**config.mk**
```make
export PLATFORM = sky130hd
export DESIGN_NAME = uart_cmd_sys
export DESIGN_NICKNAME = d
export VERILOG_FILES = /design/src/rtl/uart_cmd_sys.sv
export SDC_FILE = /design/constraint.sdc
export NUM_CORES = 1
export LEC_CHECK = 0
export BUFFER_PORTS_ARGS = -buffer_cell sky130_fd_sc_hd__buf_2
export CAP_MARGIN = 10
export CORE_ASPECT_RATIO = 1.4
export CORE_MARGIN = 3
export CORE_UTILIZATION = 40
export CTS_BUF_LIST = sky130_fd_sc_hd__clkbuf_8
export CTS_CLUSTER_SIZE = 30
export DETAILED_ROUTE_END_ITERATION = 10
export PLACE_DENSITY = 0.64
export SYNTH_ARGS = -nofsm -noshare
export SYNTH_HDL_FRONTEND = slang
export SYNTH_SLANG_ARGS = --single-unit
```
**constraint.sdc**
```tcl
create_clock -name REF_CLK -period 2.55 [get_ports REF_CLK]
set_input_delay 0.51 -clock REF_CLK [delete_from_list [all_inputs] [get_ports REF_CLK]]
set_output_delay 0.51 -clock REF_CLK [all_outputs]
set_load 0.02 [all_outputs]
```
**src/rtl/uart_cmd_sys.sv**
```systemverilog
// uart_cmd_sys: UART-controlled 16x8 register file plus 8-bit ALU.
// Command bytes arrive on RX_IN; read data and ALU results go out on TX_OUT.
// Build option: define UART_PARITY_EN for 11-bit frames with odd parity.
// Without it, frames are 10 bits and parity_error is tied low.
module uart_cmd_sys #(
  parameter int CLKS_PER_BIT = 8,
  parameter int RF_DEPTH     = 16
) (
  input  logic REF_CLK,
  input  logic RST,
  input  logic RX_IN,
  output logic TX_OUT,
  output logic parity_error,
  output logic framing_error
);

  localparam int AW = (RF_DEPTH > 1) ? $clog2(RF_DEPTH) : 1;
  localparam int CW = $clog2(CLKS_PER_BIT + 1);
  localparam logic [CW-1:0] BIT_LAST  = CW'(CLKS_PER_BIT - 1);
  localparam logic [CW-1:0] HALF_LAST = CW'(CLKS_PER_BIT / 2 - 1);
`ifdef UART_PARITY_EN
  localparam int TX_BITS = 11;
`else
  localparam int TX_BITS = 10;
`endif

  localparam logic [2:0] RX_IDLE  = 3'd0;
  localparam logic [2:0] RX_START = 3'd1;
  localparam logic [2:0] RX_DATA  = 3'd2;
  localparam logic [2:0] RX_PAR   = 3'd3;
  localparam logic [2:0] RX_STOP  = 3'd4;

  localparam logic [2:0] C_IDLE         = 3'd0;
  localparam logic [2:0] C_WR_ADDR      = 3'd1;
  localparam logic [2:0] C_WR_DATA      = 3'd2;
  localparam logic [2:0] C_RD_ADDR      = 3'd3;
  localparam logic [2:0] C_ALU_A        = 3'd4;
  localparam logic [2:0] C_ALU_B        = 3'd5;
  localparam logic [2:0] C_ALU_FUN      = 3'd6;
  localparam logic [2:0] C_ALU_FUN_ONLY = 3'd7;

  // ---------------- receiver ----------------
  logic          rx_meta_reg, rx_sync_reg;
  logic [2:0]    rx_state_reg;
  logic [CW-1:0] rx_cnt_reg;
  logic [2:0]    rx_bit_reg;
  logic [7:0]    rx_shift_reg;
  logic          byte_valid_reg;
  logic          framing_error_reg;
  logic          rx_par_ok;
`ifdef UART_PARITY_EN
  logic          rx_par_reg;
  logic          parity_error_reg;
  assign rx_par_ok    = ^{rx_shift_reg, rx_par_reg};
  assign parity_error = parity_error_reg;
`else
  assign rx_par_ok    = 1'b1;
  assign parity_error = 1'b0;
`endif
  assign framing_error = framing_error_reg;

  // Two-flop synchronizer for the asynchronous serial input
  always_ff @(posedge REF_CLK) begin
    if (RST) begin
      rx_meta_reg <= 1'b1;
      rx_sync_reg <= 1'b1;
    end else begin
      rx_meta_reg <= RX_IN;
      rx_sync_reg <= rx_meta_reg;
    end
  end

  // RX frame FSM: start qualification at half-bit, then mid-bit sampling
  always_ff @(posedge REF_CLK) begin
    if (RST) begin
      rx_state_reg      <= RX_IDLE;
      rx_cnt_reg        <= '0;
      rx_bit_reg        <= '0;
      rx_shift_reg      <= '0;
      byte_valid_reg    <= 1'b0;
      framing_error_reg <= 1'b0;
`ifdef UART_PARITY_EN
      rx_par_reg        <= 1'b0;
      parity_error_reg  <= 1'b0;
`endif
    end else begin
      byte_valid_reg    <= 1'b0;
      framing_error_reg <= 1'b0;
`ifdef UART_PARITY_EN
      parity_error_reg  <= 1'b0;
`endif
      case (rx_state_reg)
        RX_IDLE: begin
          if (!rx_sync_reg) begin
            rx_state_reg <= RX_START;
            rx_cnt_reg   <= '0;
          end
        end
        RX_START: begin
          if (rx_cnt_reg == HALF_LAST) begin
            rx_cnt_reg <= '0;
            rx_bit_reg <= '0;
            rx_state_reg <= rx_sync_reg ? RX_IDLE : RX_DATA;
          end else begin
            rx_cnt_reg <= rx_cnt_reg + 1'b1;
          end
        end
        RX_DATA: begin
          if (rx_cnt_reg == BIT_LAST) begin
            rx_cnt_reg   <= '0;
            rx_shift_reg <= {rx_sync_reg, rx_shift_reg[7:1]};
            rx_bit_reg   <= rx_bit_reg + 1'b1;
            if (rx_bit_reg == 3'd7) begin
`ifdef UART_PARITY_EN
              rx_state_reg <= RX_PAR;
`else
              rx_state_reg <= RX_STOP;
`endif
            end
          end else begin
            rx_cnt_reg <= rx_cnt_reg + 1'b1;
          end
        end
`ifdef UART_PARITY_EN
        RX_PAR: begin
          if (rx_cnt_reg == BIT_LAST) begin
            rx_cnt_reg   <= '0;
            rx_par_reg   <= rx_sync_reg;
            rx_state_reg <= RX_STOP;
          end else begin
            rx_cnt_reg <= rx_cnt_reg + 1'b1;
          end
        end
`endif
        RX_STOP: begin
          if (rx_cnt_reg == BIT_LAST) begin
            rx_cnt_reg        <= '0;
            rx_state_reg      <= RX_IDLE;
            byte_valid_reg    <= rx_sync_reg && rx_par_ok;
            framing_error_reg <= !rx_sync_reg;
`ifdef UART_PARITY_EN
            parity_error_reg  <= !rx_par_ok;
`endif
          end else begin
            rx_cnt_reg <= rx_cnt_reg + 1'b1;
          end
        end
        default: rx_state_reg <= RX_IDLE;
      endcase
    end
  end

  // ---------------- controller, register file, ALU ----------------
  logic [7:0]    rf_reg [RF_DEPTH];
  logic [2:0]    ctrl_state_reg, ctrl_state_next;
  logic [AW-1:0] addr_reg, addr_next;
  logic          wr_en;
  logic [AW-1:0] wr_addr;
  logic [7:0]    wr_data;
  logic          q_valid;
  logic [7:0]    q_data;

  function automatic logic [7:0] alu_calc(input logic [7:0] a, input logic [7:0] b,
                                          input logic [3:0] fun);
    case (fun)
      4'd0:    alu_calc = a + b;
      4'd1:    alu_calc = a - b;
      4'd2:    alu_calc = a & b;
      4'd3:    alu_calc = a | b;
      4'd4:    alu_calc = a ^ b;
      4'd5:    alu_calc = ~a;
      4'd6:    alu_calc = {7'd0, a == b};
      4'd7:    alu_calc = {7'd0, a > b};
      4'd8:    alu_calc = a >> 1;
      4'd9:    alu_calc = a << 1;
      default: alu_calc = 8'h00;
    endcase
  endfunction

  // Command decode: one action per accepted byte; writes land at the next edge
  always_comb begin
    ctrl_state_next = ctrl_state_reg;
    addr_next       = addr_reg;
    wr_en           = 1'b0;
    wr_addr         = '0;
    wr_data         = '0;
    q_valid         = 1'b0;
    q_data          = '0;
    if (byte_valid_reg) begin
      case (ctrl_state_reg)
        C_IDLE: begin
          case (rx_shift_reg)
            8'hAA:   ctrl_state_next = C_WR_ADDR;
            8'hBB:   ctrl_state_next = C_RD_ADDR;
            8'hCC:   ctrl_state_next = C_ALU_A;
            8'hDD:   ctrl_state_next = C_ALU_FUN_ONLY;
            default: ctrl_state_next = C_IDLE;
          endcase
        end
        C_WR_ADDR: begin
          addr_next       = rx_shift_reg[AW-1:0];
          ctrl_state_next = C_WR_DATA;
        end
        C_WR_DATA: begin
          wr_en           = 1'b1;
          wr_addr         = addr_reg;
          wr_data         = rx_shift_reg;
          ctrl_state_next = C_IDLE;
        end
        C_RD_ADDR: begin
          q_valid         = 1'b1;
          q_data          = rf_reg[rx_shift_reg[AW-1:0]];
          ctrl_state_next = C_IDLE;
        end
        C_ALU_A: begin
          wr_en           = 1'b1;
          wr_addr         = AW'(0);
          wr_data         = rx_shift_reg;
          ctrl_state_next = C_ALU_B;
        end
        C_ALU_B: begin
          wr_en           = 1'b1;
          wr_addr         = AW'(1);
          wr_data         = rx_shift_reg;
          ctrl_state_next = C_ALU_FUN;
        end
        default: begin
          q_valid         = 1'b1;
          q_data          = alu_calc(rf_reg[0], rf_reg[1], rx_shift_reg[3:0]);
          ctrl_state_next = C_IDLE;
        end
      endcase
    end
  end

  // Controller state and latched write address
  always_ff @(posedge REF_CLK) begin
    if (RST) begin
      ctrl_state_reg <= C_IDLE;
      addr_reg       <= '0;
    end else begin
      ctrl_state_reg <= ctrl_state_next;
      addr_reg       <= addr_next;
    end
  end

  // Register file: cleared on reset, single write port
  always_ff @(posedge REF_CLK) begin
    if (RST) begin
      for (int i = 0; i < RF_DEPTH; i++) rf_reg[i] <= 8'h00;
    end else if (wr_en) begin
      rf_reg[wr_addr] <= wr_data;
    end
  end

  // ---------------- transmitter ----------------
  logic               pend_valid_reg;
  logic [7:0]         pend_data_reg;
  logic               tx_busy_reg;
  logic               tx_out_reg;
  logic [TX_BITS-1:0] tx_shift_reg;
  logic [CW-1:0]      tx_cnt_reg;
  logic [3:0]         tx_left_reg;
  logic               tx_done, tx_load;
  logic [TX_BITS-1:0] tx_frame;

  assign tx_done = tx_busy_reg && (tx_cnt_reg == BIT_LAST) && (tx_left_reg == 4'd0);
  assign tx_load = pend_valid_reg && (!tx_busy_reg || tx_done);
`ifdef UART_PARITY_EN
  assign tx_frame = {1'b1, ~^pend_data_reg, pend_data_reg, 1'b0};
`else
  assign tx_frame = {1'b1, pend_data_reg, 1'b0};
`endif
  assign TX_OUT = tx_out_reg;

  // One-byte pending slot; a result arriving while the slot is held is dropped
  always_ff @(posedge REF_CLK) begin
    if (RST) begin
      pend_valid_reg <= 1'b0;
      pend_data_reg  <= 8'h00;
    end else begin
      if (tx_load) pend_valid_reg <= 1'b0;
      if (q_valid && (!pend_valid_reg || tx_load)) begin
        pend_valid_reg <= 1'b1;
        pend_data_reg  <= q_data;
      end
    end
  end

  // TX shifter: loads straight from pending, back-to-back after a stop bit
  always_ff @(posedge REF_CLK) begin
    if (RST) begin
      tx_busy_reg  <= 1'b0;
      tx_out_reg   <= 1'b1;
      tx_shift_reg <= '1;
      tx_cnt_reg   <= '0;
      tx_left_reg  <= '0;
    end else if (tx_load) begin
      tx_busy_reg  <= 1'b1;
      tx_out_reg   <= tx_frame[0];
      tx_shift_reg <= tx_frame >> 1;
      tx_cnt_reg   <= '0;
      tx_left_reg  <= 4'(TX_BITS - 1);
    end else if (tx_busy_reg) begin
      if (tx_cnt_reg == BIT_LAST) begin
        tx_cnt_reg <= '0;
        if (tx_left_reg == 4'd0) begin
          tx_busy_reg <= 1'b0;
          tx_out_reg  <= 1'b1;
        end else begin
          tx_out_reg   <= tx_shift_reg[0];
          tx_shift_reg <= tx_shift_reg >> 1;
          tx_left_reg  <= tx_left_reg - 1'b1;
        end
      end else begin
        tx_cnt_reg <= tx_cnt_reg + 1'b1;
      end
    end
  end

endmodule

```
After elaboration in Yosys (flattened, before gate mapping)
Memory sizes are Yosys's and may differ from the RTL's. A register that Yosys moved wholly into a read port is not among the register bits. Cells that the tools add are included.

Flip-flop bits (word level): 58. RAM bits: 128. Input port bits: 3. Output and inout port bits: 3. Word-level logic and storage cells: 154. Memories kept: 1.

Add/sub/neg operators: 6. Magnitude comparators: 1. Eq/ne operators: 32. Mux-type cells: 56. Bitwise logic cells: 7. Reduce and logical (&&, ||, !) cells: 32.

Memory list: rf_reg (words 16, width 8, read ports 3, clocked after memory_dff 1, wr ports 16, line 154) `logic [7:0] rf_reg [RF_DEPTH];`.

Operators with widths (number): $pmux 8 s10 (1); $mux 4 (12); $mux 10 (4); $pmux 3 s4 (3); $eq 8x8->1 const B (4); $mux 8 (4); $eq 4x3->1 const B (6); $mux 3 (7); $mux 1 (20); $pmux 8 s2 (1); $eq 3x3->1 const B (4); $eq 4x2->1 const B (3); $ne 2x2->1 const B (6); $pmux 4 s3 (1); $eq 3x2->1 const B (3); $reduce_and 3->1 (3); $add 4x1->4 const B (2); $add 8x8->8 (1); $and 8x8->8 (1); $eq 4x4->1 const B (2); $eq 8x8->1 (1); $gt 8x8->1 (1); $logic_not 4->1 (2); $not 8->8 (1); 23 further kinds (41).

Depth between registers and ports, before layout
Gate-level depths: netlist (run 1).

Word-level depth: 9. Mapped depth: 10. Depth with buffers taken out: 10.

Worst setup path after synthesis (run 1)
OpenSTA, ideal clock, no wires.

Kind: register to register. From: mem rf_reg[0][1]. To: reg pend_data_reg[7]. Library setup time: 0.101 ns. Arrival time: 2.104 ns. Data required time: 2.449 ns. Setup slack: 0.345 ns. Cell stages (with the launch flop): 9. Buffers on the path: 0. Clock period less this slack: 2.205 ns. Cells stage by stage: edfxtp_1 > inv_1 > ha_1 > nor2_1 > o311a_1 > o311ai_1 > nor4b_2 > nor4_1 > o41ai_1.

RTL lines: start: declaration (line 154); end signal: assignment (line 285) `pend_data_reg <= q_data;`; end: declaration (line 258) `logic [7:0] pend_data_reg;`.

==> impl_metrics.env, run 1 <==
export IMPL_status="completed"
export IMPL_r2r_end="pend_data_reg[4]"
export IMPL_finalCritPeriodShare_pct=92.9
export IMPL_drtIter0Drc=558
export IMPL_dp_hpwl_um=17900
export IMPL_io_buffers=4
export IMPL_largest_register_ffs=128
export IMPL_switching_power_mw=1.26
export IMPL_path_max_fanout=5
export IMPL_antennaDiodeCount=0
export IMPL_synth_xor_area_share_pct=0.354
export IMPL_synth_edf_count=128
export IMPL_crit_top_cell="inv_1"
export IMPL_cts_hold_buf=0
export IMPL_numCtsBuffers=17
export IMPL_drcViolationCount=0
export IMPL_path_class="flip-flop to flip-flop"
export IMPL_synth_async_reset_ratio_pct=0
export IMPL_yosysUniqueCellTypes=78
export IMPL_startpoint_type="flip-flop"
export IMPL_grt_max_degree=33
export IMPL_die_y_um=192
export IMPL_area_growth_pct=11.1
export IMPL_seq_power_share_pct=58.8
export IMPL_htreeDepth=4
export IMPL_cp_required_ns=2.90
export IMPL_synthCells=906
export IMPL_first_pass_iters=5
export IMPL_overflow=0
export IMPL_syn_nets=940
export IMPL_yosys_area_share_simple_pct=17.8
export IMPL_path_clk_slew_ns=0.10
export IMPL_netlist_area_mm2=0.00988
export IMPL_clk_latency_ns=0.47
export IMPL_gp_congestion=0.992
export IMPL_clock_skew_final_ns=0.0205
export IMPL_p_clk_share_pct=36.4
export IMPL_boundaryPins=6
export IMPL_hold_start="RX_IN"
export IMPL_critPathMaxStageDelay_ns=0.41
export IMPL_min_path_cells=2
export IMPL_vdd_drop_max_mv=0.291
export IMPL_yosys_warnings=0
export IMPL_antenna_left=0
export IMPL_finalSetupTns_ns=0
export IMPL_synth_compound_area_share_pct=11.1
export IMPL_cp_end_kind="flip-flop"
export IMPL_power_frac_comb_pct=4.8
export IMPL_ys_ff_latch=190
export IMPL_antenna_found_initial=0
export IMPL_ys_seq_area_share_pct=51.4
export IMPL_path_cells="inv_1 -> ha_1 -> inv_1 -> fa_1 -> nor2b_1 -> o21a_1 -> o21ai_0 -> a31oi_1 -> o31ai_1 -> a211oi_1"
export IMPL_vias=6970
export IMPL_maxCapViolCount=0
export IMPL_cts_sinks=190
export IMPL_crit_family="compound AO/OA/AOI/OAI gates"
export IMPL_wl_per_cell_um=18.9
export IMPL_rows=67
export IMPL_tightestPinTransition_ns=0.847
export IMPL_rsz0062_at_grt="false"
export IMPL_maxSlewViolCount=0
export IMPL_critPathBufInv=2
export IMPL_nets=973
export IMPL_wl_um=23800
export IMPL_cp_data_arrival_time_ns=2.72
export IMPL_p_leak_nw=3.96
export IMPL_setup_violations=0
export IMPL_hold_viol=0
export IMPL_hold_end="rx_meta_reg"
export IMPL_holdCritPathClass="input port to flip-flop"
export IMPL_die_x_um=139
export IMPL_slew_headroom_pct=43.6
export IMPL_clockBufferDepth=2
export IMPL_yosys_mux_area_fraction_pct=11.1
export IMPL_grt_util_all_layers_pct=18.2
export IMPL_die_area_mm2=0.0267
export IMPL_finalPower_mw=5.74
export IMPL_avgSynthCellArea_um2=10.9
export IMPL_min_period_ns=2.37
export IMPL_grt_pass1_wl_um=37800
export IMPL_r2r_start="rf_reg[0][0]"
export IMPL_internal_power_mw=4.48
export IMPL_cts_root_buffer="clkbuf_8"
export IMPL_swShare_pct=22.0
export IMPL_cellPowerDensity_mw_per_mm2=523
export IMPL_fmax_mhz=422
export IMPL_synthAdderAreaFrac_pct=4.08
export IMPL_fp_coreArea_mm2=0.0241
export IMPL_start_util_pct=40.9
export IMPL_synth_top_family_by_area="simple AND/OR/NAND/NOR gates"
export IMPL_reg2reg_setup_slack_ns=0.18
export IMPL_drive_above_1_share_pct=16.4
export IMPL_yosys_most_used_dff="edfxtp_1"
export IMPL_grt_pass1_vias=6985
export IMPL_cts_tree="done"
export IMPL_cpMaxStageDelayCell="fa_1"
export IMPL_via_per_inst=5.52
export IMPL_rr_worst_depth=10
cells in the mapped netlist, drive strengths merged, types with 27 or more instances:
library cell	n	area, µm²
a21oi	27	146
mux2i	34	340
edfxtp	128	3840
inv	44	165
nand2b	32	208
clkbuf	27	101
nand2	50	225
mux4	32	721
ha	29	363
nor2	196	736
dfxtp	62	1240
what timing repair did:
item / 4_1_cts / 5_1_grt
setup endpoints to repair: 0 / 2
gates resized for setup: 0 / 2
setup buffers: 0 / 2
worst register-to-register path, stage by stage, from the launching register on:
cell and delay [ns]:
edfxtp_1 0.40, inv_1 0.09, ha_1 0.19, inv_1 0.06, fa_1 0.41, nor2b_1 0.15, o21a_1 0.23, o21ai_0 0.18
a31oi_1 0.12, o31ai_1 0.31, a211oi_1 0.12
cell families after synthesis:
| kind of cell | count (synthesis) |
|---|---|
| simple gates | 360 |
| buf+inv | 97 |
| mux | 69 |
| flops | 190 |
| compound gates | 154 |
| fa+ha+maj | 31 |
| xor+xnor | 4 |
| other cells | 1 |
area by class of cell:
cell class / instances / area (µm²)
fill: 2223 / 13200
inverter: 44 / 165
tap: 310 / 388
timing repair buffer: 67 / 518
sequential: 190 / 5090
multi-input combinational: 619 / 4400
clock inverter: 13 / 161
clock buffer: 19 / 262
layout by cell type (no fill, tap or decap), types with 4 or more instances in the layout:
cell and instances:
a211oi_1 6, a21o_1 6, a21oi_1 26, a221oi_1 13, a22oi_1 10, a311oi_1 4
a31oi_1 7, and3_1 5, buf_2 4, buf_4 61, clkbuf_8 19, dfxtp_1 61
edfxtp_1 128, ha_1 28, inv_1 45, mux2i_1 34, mux4_2 32, nand2_1 45
nand2_4 5, nand2b_1 31, nand3_1 12, nand3b_1 12, nor2_1 196, nor2b_1 13
nor3_1 5, nor3b_1 4, o21a_1 5, o21ai_0 25, o21bai_1 4, o221ai_1 4
o22ai_1 6, o31ai_1 5, or2_2 5
through the flow:
| step | std cells | setup slack (ns) | cell area [µm²] | hold WS [ns] | util [%] |
|---|---|---|---|---|---|
| 2_1_floorplan | 906 | 0.345 | 9880 | 0.389 | - |
| 3_3_place_gp | 1228 | 0.204 | 10500 | 0.394 | 43.6 |
| 3_5_place_dp | 1228 | 0.176 | 10500 | 0.399 | 43.6 |
| 4_1_cts | 1260 | 0.161 | 11000 | 0.183 | 45.4 |
| 5_1_grt | 1262 | 0.00838 | 11000 | 0.201 | 45.5 |
| 6_report | 1262 | 0.182 | 11000 | 0.220 | 45.5 |
worst max-delay path by stage:
stage / from / to / slack, ns / cells after the start
5_1_grt: rf_reg[1][3] / pend_data_reg[5] / 0.008 / 8
3_3_place_gp: rf_reg[1][1] / pend_data_reg[7] / 0.20 / 8
3_5_place_dp: rf_reg[0][2] / pend_data_reg[7] / 0.18 / 9
6_report: rf_reg[0][0] / pend_data_reg[4] / 0.18 / 10
4_1_cts: rf_reg[1][1] / pend_data_reg[7] / 0.16 / 8
2_1_floorplan: rf_reg[0][1] / pend_data_reg[7] / 0.35 / 8
power by group through the flow:
stage          combinational (mW)  clock [mW]  sequential, mW
2_1_floorplan               0.190           0            3.43
3_3_place_gp                0.270           0            3.44
3_5_place_dp                0.271           0            3.45
4_1_cts                     0.272        2.14            3.38
5_1_grt                     0.301        2.27            3.38
6_report                    0.276        2.09            3.37
layer usage:
metal | track usage (%) | part of all wire [%]
met3 | 2.34 | 2.3
met4 | 10.2 | 4.9
met2 | 34.4 | 54
met5 | 0 | 0
met1 | 19.5 | 38
Note: power is estimated with default switching activity, not from simulation.
==> inputs of run 2 (changes only) <==
- BUFFER_PORTS_ARGS: -buffer_cell sky130_fd_sc_hd__buf_2 -> -buffer_cell sky130_fd_sc_hd__buf_4
==> impl_metrics.env, run 2 (same netlist as run 1, synthesis figures left out) <==
export IMPL_nets=968
export IMPL_start_util_pct=40.9
export IMPL_holdCritPathClass="input port to flip-flop"
export IMPL_status="completed"
export IMPL_finalPower_mw=5.79
export IMPL_wl_um=23600
export IMPL_cts_root_buffer="clkbuf_8"
export IMPL_io_buffers=4
export IMPL_boundaryPins=6
export IMPL_via_per_inst=5.54
export IMPL_rsz0062_at_grt="false"
export IMPL_critPathMaxStageDelay_ns=0.45
export IMPL_cpMaxStageDelayCell="edfxtp_1"
export IMPL_die_y_um=192
export IMPL_vdd_drop_max_mv=0.375
export IMPL_grt_util_all_layers_pct=18.0
export IMPL_cp_end_kind="flip-flop"
export IMPL_rr_worst_depth=8
export IMPL_postLayoutCoreUtil_pct=45.4
export IMPL_vias=6964
export IMPL_antenna_left=0
export IMPL_overflow=0
export IMPL_grt_pass1_wl_um=37700
export IMPL_slew_headroom_pct=48.8
export IMPL_path_max_fanout=4
export IMPL_p_leak_nw=3.94
export IMPL_area_growth_pct=10.9
export IMPL_gp_congestion=0.937
export IMPL_path_cells="ha_1 -> fa_1 -> nand3_1 -> a211oi_1 -> a211oi_1 -> xnor2_1 -> a221oi_1 -> o41ai_1"
export IMPL_dp_hpwl_um=17500
export IMPL_fp_coreArea_mm2=0.0241
export IMPL_fmax_mhz=418
export IMPL_clockBufferDepth=2
export IMPL_final_common_cell="nor2_1"
export IMPL_finalCritPeriodShare_pct=93.9
export IMPL_antenna_found_initial=0
export IMPL_cellPowerDensity_mw_per_mm2=528
export IMPL_maxCapViolCount=0
export IMPL_tightestPinTransition_ns=0.768
export IMPL_wl_per_cell_um=18.8
export IMPL_min_path_cells=2
export IMPL_die_area_mm2=0.0267
export IMPL_cp_data_arrival_time_ns=2.74
export IMPL_drtIter0Drc=461
export IMPL_cts_sinks=190
export IMPL_maxSlewViolCount=0
export IMPL_grt_max_degree=36
export IMPL_die_x_um=139
export IMPL_numCtsBuffers=17
export IMPL_startpoint_type="flip-flop"
export IMPL_post_place_ws_ns=0.144
export IMPL_drcViolationCount=0
export IMPL_clock_skew_final_ns=0.0113
export IMPL_final_cell_mix="196 x nor2_1, 128 x edfxtp_1, 61 x dfxtp_1"
export IMPL_clk_latency_ns=0.46
export IMPL_min_period_ns=2.40
export IMPL_setup_violations=0
export IMPL_drive_above_1_share_pct=15.7
export IMPL_antennaDiodeCount=0
export IMPL_grt_pass1_vias=6989
export IMPL_path_clk_slew_ns=0.10
export IMPL_finalSetupTns_ns=0
export IMPL_cts_tree="done"
export IMPL_hold_viol=0
export IMPL_path_class="flip-flop to flip-flop"
export IMPL_cp_required_ns=2.90
export IMPL_htreeDepth=4
export IMPL_rows=67
export IMPL_first_pass_iters=5
export IMPL_fin_ws_ns=0.155
export IMPL_nFillCells=2275
export IMPL_largest_register_ffs=128
export IMPL_crit_top_cell="a211oi_1"
export IMPL_cts_hold_buf=0
## run 2: timing repair
action                     in CTS  in global routing
setup endpoints to repair       0                  3
resized for setup               0                  2
buffers inserted                0                  1
## run 2: through the flow
stage | std cells | area, µm² | hold slack (ns)
6_report | 1257 | 11000 | 0.229
5_1_grt | 1257 | 11000 | 0.200
4_1_cts | 1256 | 10900 | 0.193
3_5_place_dp | 1224 | 10500 | 0.395
3_3_place_gp | 1224 | 10500 | 0.393
2_1_floorplan | 906 | 9880 | 0.389
## run 2: area by class of cell
| class | count | area, µm² | share of cell area, % |
|---|---|---|---|
| inverters | 44 | 165 | 1.51 |
| flip-flops and latches | 190 | 5090 | 46.4 |
| clock buffers | 17 | 234 | 2.13 |
| multi-input cells | 619 | 4410 | 40.2 |
| clock inverters | 15 | 195 | 1.78 |
| well taps | 310 | 388 | 3.54 |
| repair buffers | 62 | 490 | 4.47 |
## run 2: final timing paths
kind                 from  slack (ns)               end
min                 RX_IN        0.23       rx_meta_reg
max          rf_reg[1][0]        0.15  pend_data_reg[6]
min reg2reg   rx_meta_reg        0.42       rx_sync_reg
max reg2reg  rf_reg[1][0]        0.15  pend_data_reg[6]
## run 2: layer usage
layer | up-vias | wire, µm | GRT usage [%]
li1 | 3331 | - | -
met2 | 181 | 12800 | 34.3
met3 | 60 | 645 | 2.42
met1 | 3392 | 9120 | 19.5
met4 | 0 | 1030 | 8.77
met5 | - | 0 | 0
## run 2: where the power goes
group / switching, mW / internal, mW / total [mW]
clock network: 1.08 / 1.07 / 2.14
logic: 0.165 / 0.105 / 0.270
registers: 0.0293 / 3.34 / 3.37
total: 1.27 / 4.52 / 5.79
## run 2: critical path: cells and delay by family, from the launching register on
family                   cells  cell delay (ns)
AO/OA/AOI/OAI                4             0.84
flip-flops                   1             0.45
XOR/XNOR                     1             0.16
adder cells (fa/ha/maj)      2             0.68
AND/OR/NAND/NOR              1             0.14
